[config.mk]
export PLATFORM = sky130hd
export DESIGN_NAME = sr_grant_arbiter
export DESIGN_NICKNAME = d
export VERILOG_FILES = /design/src/rtl/sr_arb_pkg.sv /design/src/rtl/sr_grant_arbiter_rr_pick.sv /design/src/rtl/sr_grant_arbiter.sv
export SDC_FILE = /design/constraint.sdc
export NUM_CORES = 1
export LEC_CHECK = 0
export BUFFER_PORTS_ARGS = -buffer_cell sky130_fd_sc_hd__buf_2
export CORE_MARGIN = 4
export CORE_UTILIZATION = 54
export CTS_BUF_LIST = sky130_fd_sc_hd__clkbuf_8
export CTS_CLUSTER_DIAMETER = 60
export DETAILED_ROUTE_END_ITERATION = 7
export PLACE_DENSITY_LB_ADDON = 0.05
export SYNTH_ARGS = -nofsm -noshare
export SYNTH_HDL_FRONTEND = slang
export SYNTH_HIERARCHICAL = 1
export SYNTH_SLANG_ARGS = --single-unit
[constraint.sdc]
create_clock -name clk -period 2.1 [get_ports clk]
set_input_delay 0.315 -clock clk [delete_from_list [all_inputs] [get_ports clk]]
set_output_delay 0.315 -clock clk [all_outputs]
set_load 0.005 [all_outputs]
[src/rtl/sr_arb_pkg.sv]
// Shared types and defaults for the SR-style grant arbiter.
// State encodings and default sizing constants.
package sr_arb_pkg;

    typedef enum logic [1:0] {
        IDLE  = 2'd0,
        GRANT = 2'd1,
        TURN  = 2'd2
    } state_t;

    localparam int DEF_N        = 4;
    localparam int DEF_MAX_HOLD = 8;
    localparam int DEF_CW       = 8;

endpackage

[src/rtl/sr_grant_arbiter_rr_pick.sv]
// Combinational round-robin winner select.
// Rotates req so ptr lands at bit 0, picks the lowest set bit, rotates back.
module rr_pick #(
    parameter int N = 4
) (
    input  logic [N-1:0]         req,
    input  logic [$clog2(N)-1:0] ptr,
    output logic                 found,
    output logic [$clog2(N)-1:0] win
);

    localparam int IW = $clog2(N);

    logic [2*N-1:0] dbl;
    logic [N-1:0]   rot;
    logic [IW-1:0]  idx;
    logic [IW:0]    sum;

    // rotate right by ptr so the search starts at the pointer
    always_comb begin
        dbl = {req, req} >> ptr;
        rot = dbl[N-1:0];
    end

    // fixed-priority pick on the rotated vector, then map back modulo N
    always_comb begin
        found = 1'b0;
        idx   = '0;
        for (int i = N - 1; i >= 0; i--) begin
            if (rot[i]) begin
                found = 1'b1;
                idx   = IW'(i);
            end
        end
        sum = {1'b0, idx} + {1'b0, ptr};
        if (sum >= (IW+1)'(N)) begin
            sum = sum - (IW+1)'(N);
        end
        win = sum[IW-1:0];
    end

endmodule

[src/rtl/sr_grant_arbiter.sv]
// Round-robin arbiter whose grant bits act as SR flip-flops.
// Set on an arbitration win, reset on release or hold-time watchdog.
module sr_grant_arbiter
    import sr_arb_pkg::*;
#(
    parameter int N        = DEF_N,
    parameter int MAX_HOLD = DEF_MAX_HOLD,
    parameter int CW       = DEF_CW
) (
    input  logic                 clk,
    input  logic                 rst,
    input  logic [N-1:0]         req,
    output logic [N-1:0]         gnt,
    output logic                 busy,
    output logic [$clog2(N)-1:0] owner,
    output logic                 timeout
);

    localparam int IW = $clog2(N);

    state_t        state_q, state_d;
    logic [N-1:0]  gnt_q, gnt_d;
    logic [IW-1:0] owner_q, owner_d;
    logic [IW-1:0] ptr_q, ptr_d;
    logic [CW-1:0] hold_q, hold_d;
    logic          to_q, to_d;

    logic          found;
    logic [IW-1:0] win;
    logic          wd_fire;

    rr_pick #(
        .N(N)
    ) u_pick (
        .req  (req),
        .ptr  (ptr_q),
        .found(found),
        .win  (win)
    );

    assign wd_fire = (MAX_HOLD != 0) && (hold_q == CW'(MAX_HOLD));

    // next-state, grant set/reset and hold counter
    always_comb begin
        state_d = state_q;
        gnt_d   = gnt_q;
        owner_d = owner_q;
        ptr_d   = ptr_q;
        hold_d  = hold_q;
        to_d    = 1'b0;
        unique case (state_q)
            IDLE: begin
                if (found) begin
                    gnt_d   = {{(N-1){1'b0}}, 1'b1} << win;
                    owner_d = win;
                    ptr_d   = (win == IW'(N - 1)) ? '0 : win + IW'(1);
                    hold_d  = CW'(1);
                    state_d = GRANT;
                end
            end
            GRANT: begin
                if (!req[owner_q]) begin
                    gnt_d   = '0;
                    state_d = TURN;
                end else if (wd_fire) begin
                    gnt_d   = '0;
                    to_d    = 1'b1;
                    state_d = TURN;
                end else if (hold_q != '1) begin
                    hold_d = hold_q + CW'(1);
                end
            end
            TURN: begin
                state_d = IDLE;
            end
            default: begin
                gnt_d   = '0;
                state_d = IDLE;
            end
        endcase
    end

    // state and output registers; reset drops the grant without a clock
    always_ff @(posedge clk or posedge rst) begin
        if (rst) begin
            state_q <= IDLE;
            gnt_q   <= '0;
            owner_q <= '0;
            ptr_q   <= '0;
            hold_q  <= '0;
            to_q    <= 1'b0;
        end else begin
            state_q <= state_d;
            gnt_q   <= gnt_d;
            owner_q <= owner_d;
            ptr_q   <= ptr_d;
            hold_q  <= hold_d;
            to_q    <= to_d;
        end
    end

    assign gnt     = gnt_q;
    assign busy    = |gnt_q;
    assign owner   = owner_q;
    assign timeout = to_q;

endmodule

# After elaboration in Yosys (flattened, before gate mapping)
# Index checks and enable logic that the tools add are counted.
# totals
regBits,19
in_bits,6
output_inout_bits,8
elab_cells,60
# op_classes
addsub,4
n_lt_le_gt_ge,2
n_eq_ne,10
shifts,2
mux,28
n_bitwise,1
reduce_logical,7
# op_table
op,count
two-way mux 8 bit,4
two-way mux 2 bit,9
one-hot mux 8 bit (2 select lines),1
two-way mux 4 bit,3
one-hot mux 4 bit (3 select lines),1
"adder 8 x 1 -> 8 bit, second input constant",1
"== test 8 x 4 -> 1 bit, second input constant",1
two-way mux 1 bit,8
"inequality test 2 bit, second input constant",4
"inequality test 8 bit, second input constant",1
>> shifter 8 x 2 -> 4 bit,1
AND reduction 5 bit,1
"== test 2 bit, second input constant",2
one-hot mux 2 bit (2 select lines),1
AND reduction 2 bit,2
OR reduction 4 bit,1
"left shift 1 x 2 -> 4 bit, first input constant",1
adder 2 x 2 -> 3 bit,1
">= comparator 3 bit, second input constant",1
"less-than comparator 2 x 3 -> 1 bit, second input constant",1
"inequality test 3 bit, second input constant",1
AND reduction 3 bit,1
"adder 2 x 1 -> 2 bit, second input constant",1
binary-select mux 1 bit (select 2 bit),1
other kinds (5),5

# Logic depth before layout (Yosys ltp)
# Gate-level depths: netlist of the first run.
# depth
depth_word,11
depth_mapped,11

# Hierarchy
# Netlist of the first run, hierarchy kept.
# by_module_without_submodules
mod,n_inst,cells_each,area_per_inst_um2,seq_area_each_um2
sr_grant_arbiter,1,110,1117.3,475.5
rr_pick,1,23,180.2,0.0

# Worst setup path after synthesis of the first run
# No wires, ideal clock.
# synth_timing
kind,register to register
from,register ptr_q[1]
to,register gnt_q[0] (netlist: gnt[0])
setup_ns,0.123
t_arrival_ns,1.905
path_slack_ns,0.073
stages_incl_launch_ff,12
n_path_buf,0
path_cell_list,dfrtp_1 > nand2b_1 > a21oi_1 > o22ai_1 > o21a_1 > ha_1 > xnor2_1 > xnor2_1 > inv_1 > ha_1 > mux2i_1 > o2bb2ai_1
# synth_between
elab_chain_cells,11
# synth_lines
item,line_no,text
start: declaration,sr_grant_arbiter.sv:24,"logic [IW-1:0] ptr_q, ptr_d;"
start signal: assignment,sr_grant_arbiter.sv:96,ptr_q <= ptr_d;
>> shifter 8 x 2 -> 4 bit,sr_grant_arbiter_rr_pick.sv:21,"dbl = {req, req} >> ptr;"
two-way mux 2 bit (4 in series),sr_grant_arbiter_rr_pick.sv:30,if (rot[i]) begin
adder 2 x 2 -> 3 bit (*),sr_grant_arbiter_rr_pick.sv:35,"sum = {1'b0, idx} + {1'b0, ptr};"
>= comparator 3 bit or subtractor 2 x 1 -> 2 bit (tied branches),"sr_grant_arbiter_rr_pick.sv:36, sr_grant_arbiter_rr_pick.sv:37",
two-way mux 2 bit (*),sr_grant_arbiter_rr_pick.sv:36,if (sum >= (IW+1)'(N)) begin
via win[1],sr_grant_arbiter.sv:29,logic [IW-1:0] win;
left shift 1 x 2 -> 4 bit (*),sr_grant_arbiter.sv:54,"gnt_d = {{(N-1){1'b0}}, 1'b1} << win;"
two-way mux 4 bit (*),sr_grant_arbiter.sv:53,if (found) begin
one-hot mux 4 bit (3 select lines) (*),sr_grant_arbiter.sv:51,unique case (state_q)
end signal: assignment,sr_grant_arbiter.sv:94,gnt_q <= gnt_d;
end: declaration,sr_grant_arbiter.sv:22,"logic [N-1:0] gnt_q, gnt_d;"
# Mark *: on every way through the listed nets, which the timed path passes. The rest lies on a longest branch. The select of a mux whose other input is x is not followed.
# A chain may end at the register's enable or synchronous reset.

# Worst setup path in the final report of the first run
# layout_timing
from,register ptr_q[1]
to,register ptr_q[0]
# layout_between
elab_chain_cells,10
# layout_lines
item,line_no,text
>> shifter 8 x 2 -> 4 bit,sr_grant_arbiter_rr_pick.sv:21,
two-way mux 2 bit (4 in series),sr_grant_arbiter_rr_pick.sv:30,
adder 2 x 2 -> 3 bit (*),sr_grant_arbiter_rr_pick.sv:35,
>= comparator 3 bit or subtractor 2 x 1 -> 2 bit (tied branches),"sr_grant_arbiter_rr_pick.sv:36, sr_grant_arbiter_rr_pick.sv:37",
two-way mux 2 bit (*),sr_grant_arbiter_rr_pick.sv:36,
via win[1],sr_grant_arbiter.sv:29,
== test 2 bit (*),sr_grant_arbiter.sv:56,ptr_d = (win == IW'(N - 1)) ? '0 : win + IW'(1);
two-way mux 2 bit (*),sr_grant_arbiter.sv:56,
# Mark *: on every way through the listed nets, which the timed path passes. The rest lies on a longest branch.

==> reports/qor.csv, run 1 <==
stage;metric;value;unit
logic_synthesis;syn avg cell area;9.756;µm²
sta;unrepaired setup endpoints after global routing;true;
floorplanning;die extent in y;57.02;µm
hold_path;Hold Crit Class;primary input to asynchronous set/reset pin;
layout;most common cell after layout, fill and taps aside;dfrtp_1;
worst_setup_path;CP Cell Sequence;nand2b_4 -> a21oi_2 -> o22ai_1 -> o21a_1 -> ha_2 -> xnor2_2 -> xnor2_2 -> buf_4 -> ha_2 -> o31ai_1;
sta;Fin Clk Skew;0.003825;ns
floorplanning;Initial Utilization;57.55;%
global_routing;initial antenna violation count;0;
logic_synthesis;Post-synth EDFFs;0;
floorplanning;DIE AREA;0.003251;mm²
routing;1st-iter DRT viols;29;
floorplanning;I/O Pins;14;
global_routing;largest net degree at the start of global routing;20;
worst_setup_path;Crit path max-delay family;compound AO/OA/AOI/OAI gates;
clock_tree;maximum clock path buffer count;2;
logic_synthesis;synth top area cells;dfrtp_1 (37%), ha_1 (6.8%), nand2_1 (4.9%);
placement;# port buffers;13;
run;MaxCap Viol Count;0;
worst_setup_path;Crit. Startpoint;ptr_q[1];
placement;DP Worst Slack;-0.04781;ns
clock_tree;clk sinks;19;
clock_tree;cts hold-fix bufs;0;
placement;dpl hpwl;2226;µm
sta;final setup fails;6;
global_routing;GRT Total Usage;20.53;%
logic_synthesis;total of warnings raised by yosys;6;
clock_tree;total CTS buffers;3;
worst_setup_path;Critical-path top delay cell;dfrtp_2;
sta;final hold vios;0;
sta;worst-margin pin slew;0.7048;ns
layout;ratio of cells with drive above 1 in the final layout;35.19;%
routing;Final ANT Viol Nets;0;
logic_synthesis;FFs w/ async S/R, synth;100.0;%
sta;period utilization;103.3;%
routing;Initial DRT Pass Iterations;4;
layout;# diodes;0;
worst_setup_path;Worst R2R Start;ptr_q[1];
clock_tree;Skew-Pair Late Insertion Delay;0.26;ns
logic_synthesis;Yosys cell types;47;
power_and_ir_drop;Leak;0.7199;nW
sta;fmax;0.4610;GHz
global_routing;first-pass GRT wire length;5292;µm
layout;Area Growth Syn to Fin;25.46;%
outcome;status;complete, but fails checks;
global_routing;GR Overflow Total;0;
power_and_ir_drop;peak supply drop;939.6;µV
logic_synthesis;post-synthesis cell area;0.001297;mm²
worst_setup_path;Setup CP Type;flip-flop to flip-flop;
sta;Worst Setup Slack, final;-0.06929;ns
worst_setup_path;endpoint class of the critical path;flip-flop;
routing;drt total wl;3162;µm
layout;post-route cell area;0.001628;mm²
logic_synthesis;register bit total from synthesis;19;
power_and_ir_drop;PD cells;1398;mW/mm²
floorplanning;row count;17;
power_and_ir_drop;Total Power;2.276;mW
worst_setup_path;worst path arrival time;2.33;ns
routing;routed len/inst;16.64;µm
routing;DRC Markers;0;
clock_tree;Root Buffer Master;clkbuf_8;
routing;vias per inst;6.200;
layout;commonest non-fill, non-tap cells in the layout;dfrtp_1 (18), nand2_1 (17), buf_4 (14);
placement;GP Congestion;0.8329;
worst_setup_path;crit-path max cell delay;0.44;ns
layout;nets;176;
global_routing;vias in the first global route;1133;
sta;final slew viol count;0;
logic_synthesis;Yosys top cell area share;36.64;%
worst_setup_path;CP required;2.26;ns
sta;Final min period;2.169;ns
logic_synthesis;largest area contributor in the netlist;dfrtp_1;
clock_tree;clk slew on worst S/H paths;0.07;ns
logic_synthesis;Seq/Total Area, Yosys;36.64;%
outcome;violated checks;negative setup slack;
worst_setup_path;Startpoint Class;flip-flop;
logic_synthesis;Mapped Cells;133;
placement;Placed Cells incl. Taps;185;
clock_tree;TritonCTS clock tree;done;
sta;Slew HR;52.96;%
floorplanning;die width;57.02;µm
floorplanning;core area;0.002255;mm²
placement;Placed Area;0.001486;mm²
logic_synthesis;Post-Syn Nets;146;
layout;Cell Count, Final, Fillers Out;190;
worst_setup_path;CP bufs+invs;1;
logic_synthesis;ys flop type;dfrtp_1;
routing;DR vias;1178;
worst_setup_path;worst-path fanout max;4;
clock_tree;H-tree depth;1;
==> registers in the layout, indices dropped and copies added, names as in the netlist <==
| register | count |
|---|---|
| owner | 2 |
| state_q | 2 |
| timeout | 1 |
| ptr_q | 2 |
| gnt | 4 |
| hold_q | 8 |
==> cell type report <==
class                   count  area, µm²
multi-input cells         104      863.3
fillers                   182      626.9
flip-flops and latches     19      476.7
repair buffers             28      181.4
clock buffers               3      41.29
well taps                  28      35.03
inverters                   7      26.28
clock inverters             1      3.754
==> routing by layer <==
metal  GRT usage, %  wire length (µm)
met1          27.08              1373
met4          9.603                51
met3          3.620               132
met5              0                 0
met2          32.63              1606
==> cell usage after synthesis, drive strengths merged, types with 2 or more instances <==
master   count
nor4b        2
o21ai        5
ha           7
or3b         2
inv          7
nand3        7
nor3         3
o211ai       3
o22a         3
nor2         7
nand2       17
dfrtp       19
o2bb2ai      3
nor2b        3
nand2b       6
a31oi        2
xnor2        2
or4          3
buf          2
mux2i        6
o221ai       2
a22o         2
o22ai        2
and3         2
a21oi        2
o31ai        2
==> where the power goes <==
part	internal (mW)	leakage [nW]	switching (mW)
Sequential	0.490	0.248	0.180
Clock	0.130	0.0269	0.124
Combinational	0.652	0.445	0.699
Total	1.27	0.720	1.00
==> cells by family (layout without fill, tap and decap cells) <==
group	after synthesis	in the layout	synth area share (%)
mux	7	7	5.786
compound gates	33	33	21.22
buf+inv	10	39	3.279
simple gates	55	55	24.98
fa+ha+maj	7	7	6.750
flops	19	19	36.64
xor+xnor	2	2	1.350
==> repair_timing <==
| action | 4_1_cts | 5_1_grt |
|---|---|---|
| endpoints found under the setup margin | 5 | 8 |
| resized for setup | 6 | 12 |
| pin swaps | 7 | 6 |
| buffers inserted | 1 | 0 |
==> worst reg2reg max path: stages, from the launching register on <==
cell and delay, ns:
dfrtp_2 0.44, nand2b_4 0.15, a21oi_2 0.14, o22ai_1 0.11, o21a_1 0.18, ha_2 0.19, xnor2_2 0.15, xnor2_2 0.16
buf_4 0.15, ha_2 0.17, o31ai_1 0.24
==> final timing paths <==
kind                       cells past startpoint  slack, ns         to
hold / removal                                 2       0.16  hold_q[1]
setup / recovery                              10      -0.07   ptr_q[0]
max in group asynchronous                      2       1.45   ptr_q[1]
setup reg to reg                              10      -0.07   ptr_q[0]
min in group clk                               1       0.53     gnt[2]
hold reg to reg                                1       0.53     gnt[2]
==> metrics by stage <==
| stage | setup TNS (ns) | util (%) | hold slack (ns) |
|---|---|---|---|
| after CTS | -0.07626 | 69.09 | 0.1877 |
| after global placement | 0 | 65.93 | 0.4624 |
| after global routing | -0.8053 | 72.20 | 0.2417 |
| after detailed placement | -0.1835 | 65.93 | 0.4678 |
| final | -0.2722 | 72.20 | 0.1574 |
| after floorplan | 0 | - | 0.2661 |
Power figures use the tool's default switching activity.
==> inputs of run 2 (changes only) <==
ABC_AREA = 1   (was not set)
==> reports/qor.csv, run 2 <==
stage;metric;value;unit;change
global_routing;GRT Total Usage;19.29;%;-1.2 points
logic_synthesis;largest area contributor in the netlist;dfrtp_1;;
layout;fillers;177;;-2.7%
floorplanning;Initial Utilization;58.32;%;+0.78 points
logic_synthesis;Commonest cells post-synth;nand2_1 (69), nand3_1 (30), dfrtp_1 (19);;
outcome;status;complete, but fails checks;;
logic_synthesis;Yosys top cell area share;36.16;%;-0.49 points
sta;unrepaired setup endpoints after global routing;true;;
clock_tree;clk slew on worst S/H paths;0.07;ns;about the same
layout;Final Util;70.92;%;-1.3 points
logic_synthesis;top-count cell post-synth;nand2_1;;
placement;GP Congestion;0.8259;;-0.84%
clock_tree;Root Buffer Master;clkbuf_8;;
sta;Min Hold Slack;0.1705;ns;+0.01313 ns
clock_tree;clk sinks;19;;unchanged
sta;period utilization;100.2;%;-3.1 points
worst_setup_path;CP bufs+invs;3;;+2
clock_tree;maximum clock path buffer count;2;;unchanged
routing;vias per inst;5.425;;-13%
run;MaxCap Viol Count;0;;unchanged
floorplanning;DIE AREA;0.003288;mm²;+1.1%
layout;nets;226;;+28%
routing;drt total wl;3297;µm;+4.3%
sta;worst-margin pin slew;0.7284;ns;+0.02358 ns
floorplanning;core area;0.002255;mm²;unchanged
sta;Final min period;2.103;ns;-0.06581 ns
worst_setup_path;crit-path max cell delay;0.46;ns;+0.02 ns
clock_tree;cts hold-fix bufs;0;;unchanged
sta;final slew viol count;0;;unchanged
logic_synthesis;FFs w/ async S/R, synth;100.0;%;unchanged
layout;ratio of cells with drive above 1 in the final layout;30.19;%;-5.0 points
worst_setup_path;CP required;2.25;ns;about the same
logic_synthesis;Post-synth EDFFs;0;;unchanged
clock_tree;Skew-Pair Late Insertion Delay;0.26;ns;about the same
worst_setup_path;CP Cell Sequence;inv_4 -> nand2_4 -> nand3_2 -> nand2_2 -> nand3_2 -> a21boi_2 -> ha_2 -> xor2_2 -> inv_1 -> nand3_2 -> nand2_2 -> inv_2 -> ha_4 -> nand2_2 -> nand2_1;;
outcome;violated checks;negative setup slack;;
logic_synthesis;post-synthesis cell area;0.001315;mm²;+1.4%
layout;area occupied by registers;478.0;µm²;+0.26%
logic_synthesis;Post-Syn Nets;203;;+39%
logic_synthesis;Mapped Cells;190;;+43%
global_routing;GR Overflow Total;0;;unchanged
sta;Slew HR;51.39;%;-1.6 points
layout;max FFs per register;8;;unchanged
clock_tree;TritonCTS clock tree;done;;
global_routing;first-pass GRT wire length;5092;µm;-3.8%
global_routing;vias in the first global route;1195;;+5.5%
routing;DR vias;1302;;+11%
floorplanning;row count;17;;unchanged
sta;fmax;0.4754;GHz;+3.1%
hold_path;Hold Crit Class;primary input to asynchronous set/reset pin;;
global_routing;largest net degree at the start of global routing;20;;unchanged
worst_setup_path;Crit path max-delay family;simple AND/OR/NAND/NOR gates;;
floorplanning;die extent in y;57.35;µm;+0.57%
sta;final setup fails;1;;-5
placement;dpl hpwl;2249;µm;+1.1%
layout;area of the multi-input gates;833.3;µm²;-3.5%
routing;DRC Markers;0;;unchanged
logic_synthesis;syn avg cell area;6.921;µm²;-29%
worst_setup_path;worst-path fanout max;7;;+3
placement;DP Worst Slack;-0.05919;ns;-0.01138 ns
clock_tree;total CTS buffers;3;;unchanged
worst_setup_path;reg2reg end;ptr_q[1];;
worst_setup_path;Reg2Reg Setup Slack;-0.003;ns;+0.07 ns
clock_tree;H-tree depth;1;;unchanged
floorplanning;I/O Pins;14;;unchanged
sta;Fin Clk Skew;0.002117;ns;-0.001707 ns
global_routing;initial antenna violation count;0;;unchanged
logic_synthesis;ys flop type;dfrtp_1;;
sta;Worst Setup Slack, final;-0.003477;ns;+0.06581 ns
layout;# diodes;0;;unchanged
sta;Setup TNS;-0.003477;ns;+0.2688 ns
power_and_ir_drop;peak supply drop;1143;µV;+22%
layout;Area Growth Syn to Fin;21.60;%;
routing;routed len/inst;13.74;µm;-17%
logic_synthesis;synth top area cells;dfrtp_1 (36%), nand2_1 (20%), nand3_1 (11%);;
routing;1st-iter DRT viols;54;;+86%
placement;# port buffers;13;;unchanged
logic_synthesis;register bit total from synthesis;19;;unchanged
logic_synthesis;total of warnings raised by yosys;6;;unchanged
power_and_ir_drop;PD cells;1544;mW/mm²;+10%
worst_setup_path;Setup CP Type;flip-flop to flip-flop;;
sta;final hold vios;0;;unchanged
worst_setup_path;Startpoint Class;flip-flop;;
floorplanning;die width;57.35;µm;+0.57%
power_and_ir_drop;Leak;0.8954;nW;+24%
routing;Initial DRT Pass Iterations;4;;unchanged
layout;commonest non-fill, non-tap cells in the layout;nand2_1 (61), nand3_1 (23), inv_1 (17), dfrtp_1 (17), buf_2 (13);;
worst_setup_path;Critical-path top delay cell;dfrtp_2;;
worst_setup_path;Worst R2R Start;ptr_q[0];;
worst_setup_path;endpoint class of the critical path;flip-flop;;
routing;Final ANT Viol Nets;0;;unchanged
logic_synthesis;Yosys cell types;21;;-55%
worst_setup_path;Worst R2R Path Depth;15;;+5
layout;Largest Register;hold_q;;
worst_setup_path;worst path arrival time;2.25;ns;-0.08 ns
layout;most common cell after layout, fill and taps aside;nand2_1;;
logic_synthesis;Seq/Total Area, Yosys;36.16;%;-0.49 points
[run 2: cell types whose count changed after synthesis, sizes merged, moves of 4 or more]
cell    change
nor2        +7
nand3      +24
inv        +18
nand2      +59
mux2i       -6
nand2b      -6
xor2        +4
[run 2: layer usage]
layer	wire [µm]	track usage, %	up-vias
li1	-	-	645
met1	1522	25.81	609
met2	1552	31.13	48
met3	223	6.109	0
met4	0	2.980	0
met5	0	0	-
[run 2: logic make-up after synthesis]
logic type / share of synthesized area, %
AOI/OAI and AO/OA: 3.045
xor gates and xnor gates: 2.664
adders and majority gates: 6.660
buffers and inverters: 7.992
DFF: 36.16
and+or+nand+nor: 43.48
[run 2: final cells by class]
class | instances | area share [%]
Sequential cell | 19 | 29.89
Clock buffer | 3 | 2.582
Tap cell | 28 | 2.191
Timing Repair Buffer | 19 | 6.886
Inverter | 25 | 6.025
Clock inverter | 1 | 0.3130
Multi-Input combinational cell | 145 | 52.11
[run 2: repair_timing]
action                                  4_1_cts  5_1_grt
pin swaps                                     0       11
endpoints found under the setup margin        4        6
buffers inserted                              1        5
gates resized for setup                       3       24
endpoints found under the hold margin         0        0
[run 2: where the power goes]
part	total, mW	switching, mW	internal (mW)
clock network	0.259	0.127	0.132
registers	0.616	0.141	0.475
logic	1.59	0.975	0.618
total	2.47	1.24	1.23
[run 2: worst register-to-register path, stage by stage, from the launching register on]
cell	delay [ns]
dfrtp_2	0.46
inv_4	0.08
nand2_4	0.08
nand3_2	0.06
nand2_2	0.10
nand3_2	0.07
a21boi_2	0.15
ha_2	0.20
xor2_2	0.16
inv_1	0.08
nand3_2	0.06
nand2_2	0.07
inv_2	0.10
ha_4	0.21
nand2_2	0.06
nand2_1	0.05
[run 2: worst max path at each step]
stage / cells after the start / start / to / slack (ns)
after floorplan: 15 / ptr_q[0] / ptr_q[1] / 0.17
after global placement: 15 / ptr_q[0] / ptr_q[1] / 0.07
after detailed placement: 15 / ptr_q[0] / ptr_q[1] / -0.06
after CTS: 13 / ptr_q[0] / ptr_q[0] / 0.01
after global routing: 15 / ptr_q[0] / ptr_q[1] / -0.14
final: 15 / ptr_q[0] / ptr_q[1] / -0.003
[run 2: through the flow]
stage	cell area [µm²]	total power, mW	instances
after CTS	1460	2.058	235
after global routing	1599	2.682	240
after floorplan	1315	1.483	190
final	1599	2.468	240
after global placement	1404	1.717	230
after detailed placement	1404	1.768	230
